[src/rtl/l4_array_ctrl.sv]
// Host-side sequencer for the L4 32x32 routing array: latches one command, drives the
// decoder/array inputs with setup timing, steps the array and returns a response word.
//
// state   | meaning
// --------+--------------------------------------------------------------
// S_IDLE  | waiting for a command, cmd_ready high
// S_SETUP | ranges/flags/status_in settle into the registered decoders
// S_ISSUE | cell_cmd driven for one cycle, step counter increments
// S_WAIT  | PIPE cycles until status_out is valid, then match/limit check
// S_RESP  | response held until rsp_ready
module l4_array_ctrl #(
  parameter int NRBITS = 5,
  parameter int NCBITS = 5,
  parameter int NSBITS = 10,
  parameter int PIPE   = 2
) (
  input  logic              clk,
  input  logic              resetn,
  input  logic              cmd_valid,
  output logic              cmd_ready,
  input  logic              cmd_loop,
  input  logic [1:0]        cmd_cell_cmd,
  input  logic [2:0]        cmd_row_sel,
  input  logic [NRBITS-1:0] cmd_row_l,
  input  logic [NRBITS-1:0] cmd_row_u,
  input  logic [2:0]        cmd_col_sel,
  input  logic [NCBITS-1:0] cmd_col_l,
  input  logic [NCBITS-1:0] cmd_col_u,
  input  logic [6:0]        cmd_flags,
  input  logic [3:0]        cmd_status,
  input  logic [3:0]        cmd_match,
  input  logic [3:0]        cmd_mask,
  output logic [2:0]        row_range_sel,
  output logic [NRBITS-1:0] row_l_v,
  output logic [NRBITS-1:0] row_u_v,
  output logic [2:0]        col_range_sel,
  output logic [NCBITS-1:0] col_l_v,
  output logic [NCBITS-1:0] col_u_v,
  output logic [1:0]        cell_cmd,
  output logic [3:0]        status_in,
  output logic              etch_enb,
  output logic              pref_ud,
  output logic              pref_ns,
  output logic              pref_ew,
  output logic              ret2ue,
  output logic              extend,
  output logic              top_l,
  input  logic [3:0]        status_out,
  output logic              rsp_valid,
  input  logic              rsp_ready,
  output logic [3:0]        rsp_status,
  output logic [NSBITS-1:0] rsp_steps,
  output logic              rsp_timeout
);

  localparam int WW = (PIPE > 1) ? $clog2(PIPE) : 1;
  localparam logic [NSBITS-1:0] STEP_MAX = {NSBITS{1'b1}};

  typedef enum logic [2:0] {S_IDLE, S_SETUP, S_ISSUE, S_WAIT, S_RESP} state_t;

  state_t              state_q, state_d;
  logic [NSBITS-1:0]   steps_q, steps_d;
  logic [WW-1:0]       wait_q, wait_d;
  logic [3:0]          rsp_status_q, rsp_status_d;
  logic                rsp_timeout_q, rsp_timeout_d;

  logic                loop_q;
  logic [1:0]          ccmd_q;
  logic [2:0]          row_sel_q, col_sel_q;
  logic [NRBITS-1:0]   row_l_q, row_u_q;
  logic [NCBITS-1:0]   col_l_q, col_u_q;
  logic [6:0]          flags_q;
  logic [3:0]          status_q, match_q, mask_q;

  logic                accept;
  logic                match;

  assign accept = (state_q == S_IDLE) && cmd_valid;
  assign match  = ((status_out ^ match_q) & mask_q) == 4'b0000;

  always_comb begin
    state_d       = state_q;
    steps_d       = steps_q;
    wait_d        = wait_q;
    rsp_status_d  = rsp_status_q;
    rsp_timeout_d = rsp_timeout_q;
    case (state_q)
      S_IDLE: begin
        if (cmd_valid) begin
          state_d = S_SETUP;
          steps_d = '0;
        end
      end
      S_SETUP: state_d = S_ISSUE;
      S_ISSUE: begin
        steps_d = steps_q + 1'b1;
        wait_d  = WW'(PIPE - 1);
        state_d = S_WAIT;
      end
      S_WAIT: begin
        if (wait_q != '0) begin
          wait_d = wait_q - 1'b1;
        end else begin
          rsp_status_d = status_out;
          if (!loop_q || match) begin
            state_d       = S_RESP;
            rsp_timeout_d = 1'b0;
          end else if (steps_q == STEP_MAX) begin
            // limit reached before another ISSUE, so the counter never wraps
            state_d       = S_RESP;
            rsp_timeout_d = 1'b1;
          end else begin
            state_d = S_ISSUE;
          end
        end
      end
      S_RESP: begin
        if (rsp_ready) state_d = S_IDLE;
      end
      default: state_d = S_IDLE;
    endcase
  end

  always_ff @(posedge clk or negedge resetn) begin
    if (!resetn) begin
      state_q       <= S_IDLE;
      steps_q       <= '0;
      wait_q        <= '0;
      rsp_status_q  <= '0;
      rsp_timeout_q <= 1'b0;
    end else begin
      state_q       <= state_d;
      steps_q       <= steps_d;
      wait_q        <= wait_d;
      rsp_status_q  <= rsp_status_d;
      rsp_timeout_q <= rsp_timeout_d;
    end
  end

  // Command fields only load on accept, so they hold through IDLE until the next command.
  always_ff @(posedge clk or negedge resetn) begin
    if (!resetn) begin
      loop_q    <= 1'b0;
      ccmd_q    <= '0;
      row_sel_q <= '0;
      row_l_q   <= '0;
      row_u_q   <= '0;
      col_sel_q <= '0;
      col_l_q   <= '0;
      col_u_q   <= '0;
      flags_q   <= '0;
      status_q  <= '0;
      match_q   <= '0;
      mask_q    <= '0;
    end else if (accept) begin
      loop_q    <= cmd_loop;
      ccmd_q    <= cmd_cell_cmd;
      row_sel_q <= cmd_row_sel;
      row_l_q   <= cmd_row_l;
      row_u_q   <= cmd_row_u;
      col_sel_q <= cmd_col_sel;
      col_l_q   <= cmd_col_l;
      col_u_q   <= cmd_col_u;
      flags_q   <= cmd_flags;
      status_q  <= cmd_status;
      match_q   <= cmd_match;
      mask_q    <= cmd_mask;
    end
  end

  assign cmd_ready     = (state_q == S_IDLE);
  assign cell_cmd      = (state_q == S_ISSUE) ? ccmd_q : 2'b00;
  assign row_range_sel = row_sel_q;
  assign row_l_v       = row_l_q;
  assign row_u_v       = row_u_q;
  assign col_range_sel = col_sel_q;
  assign col_l_v       = col_l_q;
  assign col_u_v       = col_u_q;
  assign status_in     = status_q;
  assign {etch_enb, pref_ud, pref_ns, pref_ew, ret2ue, extend, top_l} = flags_q;
  assign rsp_valid     = (state_q == S_RESP);
  assign rsp_status    = rsp_status_q;
  assign rsp_steps     = steps_q;
  assign rsp_timeout   = rsp_timeout_q;

endmodule

[config.mk]
export PLATFORM = sky130hd
export DESIGN_NAME = l4_array_ctrl
export DESIGN_NICKNAME = d
export VERILOG_FILES = /design/src/rtl/l4_array_ctrl.sv
export SDC_FILE = /design/constraint.sdc
export NUM_CORES = 1
export LEC_CHECK = 0
export BUFFER_PORTS_ARGS = -buffer_cell sky130_fd_sc_hd__buf_2
export CAP_MARGIN = 20
export CORE_ASPECT_RATIO = 0.7
export CORE_MARGIN = 4
export CORE_UTILIZATION = 52
export DETAILED_ROUTE_END_ITERATION = 8
export PLACE_DENSITY_LB_ADDON = 0.2
export SLEW_MARGIN = 20
export SYNTH_ARGS = -nofsm -noshare
export SYNTH_HDL_FRONTEND = slang
export SYNTH_SLANG_ARGS = --single-unit
export TNS_END_PERCENT = 5
[constraint.sdc]
create_clock -name clk -period 3.1 [get_ports clk]
set_clock_uncertainty 0.15 [all_clocks]
set_input_delay 0.62 -clock clk [delete_from_list [all_inputs] [get_ports clk]]
set_output_delay 0.62 -clock clk [all_outputs]
set_load 0.01 [all_outputs]
* Word-level counts from Yosys, hierarchy flattened
Cells that the tools add are included.
** Word-level totals
- Bits in registers :: 67
- Input port bits :: 56
- Output and inout bits :: 56
** Operators by class
- Add/subtract/negate cells :: 2
- Equality and inequality tests :: 8
- Multiplexer cells :: 13
- Bitwise gates (word level) :: 3
- Reduce and logical (&&, ||, !) cells :: 12
** Operators by type and width (number)
- $pmux W10 S2 :: 1
- $mux W3 :: 5
- $pmux W3 S5 :: 1
- $add A10 B1 Y10 const B :: 1
- $eq A10 B10 Y1 const B :: 1
- $mux W10 :: 1
- $eq A3 B2 Y1 const B :: 2
- $reduce_and A3 Y1 :: 2
- $reduce_bool A2 Y1 :: 3
- $and A4 B4 Y4 :: 1
- $logic_not A4 Y1 :: 1
- $ne A2 B2 Y1 const B :: 2
- $reduce_and A2 Y1 :: 2
- $xor A4 B4 Y4 :: 1
- $eq A3 B1 Y1 const B :: 1
- $eq A3 B3 Y1 const B :: 1
- $logic_not A3 Y1 :: 1
- $mux W1 :: 3
- $mux W2 :: 1
- $ne A2 B1 Y1 const B :: 1
- $pmux W1 S2 :: 1
- $logic_and A1 B1 Y1 :: 1
- $logic_not A1 Y1 :: 1
- $logic_or A1 B1 Y1 :: 1
- other kinds (2) :: 2

* Logic depth before layout (Yosys ltp)
- Depth in word-level cells :: 7
- Gate-level depth with buffers :: 6
- Depth with buffers taken out :: 5

* Least setup slack after synthesis
Ideal clock, no wire load.
- Kind :: register to output
- Start :: reg state_q[0]
- End :: out cell_cmd[0]
- Arrival time :: 1.037 ns
- Required time :: 2.330 ns
- Path slack :: 1.293 ns
- Stages on the path, launching flop included :: 4
- Path through :: dfrtp_1 -> clkbuf_2 -> nor3b_4 -> and2_2
** On the way
- Longest elaborated chain between the ends :: 2
** RTL lines
- start, declared :: line 61 : state_t state_q, state_d;
- start signal, assigned :: line 132 : state_q <= state_d;
- $eq A3 B2 Y1 :: line 172 : assign cell_cmd = (state_q == S_ISSUE) ? ccmd_q : 2'b00;
- $mux W2 :: line 172
- end, declared :: line 39 : output logic [1:0] cell_cmd,
Every way passes these cells.

* Worst setup path in the final report
- Start :: reg state_q[1]
- End :: out cell_cmd[1]
The elaborated chain is that of the path after synthesis.

==> run_results.csv <==
group,metric,value,unit
clock_network,cts-resized-gates,0,
pwr,internal_power,2.17,mW
synth,synth_flop_cell,"dfrtp_1",
critical_path,cpMaxStageDelayCell,"dfrtp_1",
floorplanning,start_util,0.534,
cells_and_area,final_cell_area,0.00361,mm^2
place,numPortBuffers,111,
synth,yosysUniqueCellTypes,37,
cells_and_area,nets,469,
clock_network,clk_latency,330,ps
drt,wirelength,6160,um
grt,grt_pass1_wl,10400,um
pwr,p_leak,2.05,nW
critical_path,path_buf_inv,1,
synth,netlist_instances,300,
synth,yosysTopAreaCell,"dfrtp_1",
timing,setup_viol,0,
place,gp_congestion,0.839,
timing,tns,0,ps
pwr,cellPowerDensity,955,mW/mm^2
cells_and_area,fill_cells,459,
critical_path,rrSetupSlack,990,ps
floorplanning,rows,22,
critical_path,worst_setup_path_end_kind,"primary output",
cells_and_area,antenna_cells,0,
clock_network,cts_buffers,9,
timing,final-hold-violation-count,0,
clock_network,cts_setup_buffers,0,
critical_path,worstPathMaxFanout,9,
synth,syn_area,0.00279,mm^2
pwr,switching_power,1.27,mW
clock_network,max-clock-path-buffers,2,
critical_path,regToRegEndpoint,"rsp_steps[9]",
critical_path,critPathLaunchType,"flip-flop",
grt,grt_pass1_vias,2354,
critical_path,slowest_delay,490,ps
clock_network,cts_num_sinks,67,
timing,fmax,425,MHz
floorplanning,die_x,95.6,um
pwr,power_frac_clock,0.199,
synth,synth.most_common_cell,"nand2_1",
floorplanning,die_h,69.3,um
synth,ys_top_cells_by_count,"nand2_1 (157), dfrtp_1 (67), o21ai_0 (11)",
timing,slew-limit-headroom,0.373,
synth,ys_ff_latch,67,
synth,syn_nets,357,
floorplanning,placeableCoreArea,0.00523,mm^2
pwr,p_comb_frac,0.366,
drt,ant_nets,0,
critical_path,critical-path-top-delay-family,"simple AND/OR/NAND/NOR gates",
synth,yosysTopAreaCellShare,0.600,
critical_path,worstPathArrival,1580,ps
critical_path,crit_path_cell_trace,"nor3b_4, and2_2, buf_2",
synth,synthArstFlopShare,1.00,
synth,synth_area_leaders,"dfrtp_1 (60%), nand2_1 (21%), o21ai_0 (2.0%)",
floorplanning,num_io_pins,112,
drt,drc_errors,0,
drt,vias_per_cell,4.90,
synth,avgSynthCellArea,9.31,um^2
drt,drt_first_iter_violations,136,
job,maxCapViolCount,0,
floorplanning,dieArea,0.00663,mm^2
cells_and_area,drive_gt1_frac,0.331,
grt,grt_max_degree,53,
timing,min_period,2350,ps
place,placed_area,0.00342,mm^2
pwr,peakVddDrop,507,uV
pwr,power_frac_seq,0.436,
clock_network,holdBufCountCts,0,
clock_network,cts_tree,"yes",
timing,worst_pin_slew,937,ps
pwr,power.share.switching,0.370,
outcome,status,"finished clean",
place,dp_hpwl,4510,um
critical_path,crit_required,2330,ps
timing,period_share,0.760,
drt,routedWlPerCell,12.6,um
clock_network,root_buffer,"clkbuf_8",
synth,yosysSeqAreaShare,0.600,
drt,drt_first_pass_iters,4,
timing,whs,206,ps
grt,grt_antenna_before_repair,0,
grt,grt_use_total,0.200,
synth,yosysWarnings,0,
timing,report.final.slew_viol_count,0,
timing,rsz0062_at_grt,"false",
synth,synth_edf_count,0,
drt,route.vias.total,2395,
critical_path,worstReg2RegStart,"state_q[0]",
hold_path,hold_class,"input pin to asynchronous set/reset pin",
cells_and_area,syn2layout_area_growth,29.1,%
critical_path,ff2ff_path_depth,4,
clock_network,path_clk_slew,60,ps
grt,overflow,0,
clock_network,cts_max_level,3,
critical_path,path_class,"flip-flop to primary output",
[worst max-delay path by stage]
stage / from / end / slack [ps] / cells after the start
6_report: state_q[1] / cell_cmd[1] / 750 / 3
5_1_grt: state_q[1] / cell_cmd[1] / 640 / 3
4_1_cts: state_q[1] / cell_cmd[1] / 730 / 3
3_5_place_dp: state_q[0] / rsp_steps[9] / 950 / 4
3_3_place_gp: state_q[0] / rsp_steps[9] / 1100 / 4
2_1_floorplan: state_q[0] / cell_cmd[0] / 1290 / 3
[logic make-up (layout without fill, tap and decap cells)]
| group | Yosys count | count (layout) | synth area share |
|---|---|---|---|
| fa+ha+maj | 1 | 1 | 0.00448 |
| flops | 67 | 67 | 0.600 |
| simple gates | 184 | 184 | 0.284 |
| buf+inv | 14 | 131 | 0.0219 |
| mux | 6 | 6 | 0.0233 |
| compound gates | 24 | 24 | 0.0533 |
| xor+xnor | 4 | 4 | 0.0125 |
[registers in the layout, summed over array words and instances, names as in the netlist, 4 cells and up]
name,flops
match_q,4
mask_q,4
col_u_v,5
row_l_v,5
flags_q,7
status_in,4
rsp_steps,10
row_u_v,5
rsp_status,4
col_l_v,5
[power groups by stage]
stage / Clock, mW / Sequential (mW) / Combinational [mW]
after detailed placement: 0 / 1.51 / 1.28
after CTS: 0.706 / 1.50 / 1.29
after global routing: 0.744 / 1.56 / 1.44
after floorplan: 0 / 1.59 / 0.704
final: 0.684 / 1.50 / 1.26
after global placement: 0 / 1.50 / 1.25
[final cells by class]
class | instances | area [um^2] | share of cell area
tap | 72 | 90.1 | 0.0250
timing repair buffer | 114 | 591 | 0.164
sequential | 67 | 1680 | 0.465
inverter | 1 | 3.75 | 0.00104
multi-input combinational | 219 | 1060 | 0.293
clock buffer | 14 | 153 | 0.0423
clock inverter | 2 | 35.0 | 0.00971
[metal layers]
| metal | GRT usage | share of wire |
|---|---|---|
| met5 | 0 | 0 |
| met4 | 0.0662 | 0.013 |
| met3 | 0.0640 | 0.070 |
| met2 | 0.316 | 0.48 |
| met1 | 0.261 | 0.44 |
[stage by stage]
stage	instances	setup slack, ps	total power [mW]	utilization
4_1_cts	489	728	3.49	0.690
3_3_place_gp	473	1100	2.74	0.654
5_1_grt	489	639	3.74	0.690
6_report	489	745	3.44	0.690
2_1_floorplan	300	1290	2.29	-
3_5_place_dp	473	950	2.79	0.654
[cells in the final DEF, fill, tap and decap left out, types with 2 or more instances in the layout]
cell type	count
nor2_1	4
buf_2	111
nor2b_1	2
mux2i_1	2
nand3_1	3
a22o_1	2
and2_2	2
a21oi_1	2
nor3_1	2
buf_4	2
and3_1	3
nand4_1	2
dfrtp_1	67
clkbuf_1	4
o21ai_0	11
a31oi_1	2
nand2_1	156
mux2_2	4
clkbuf_8	10
xor2_1	4
o211ai_1	2
(Power assumes the default switching activity.)
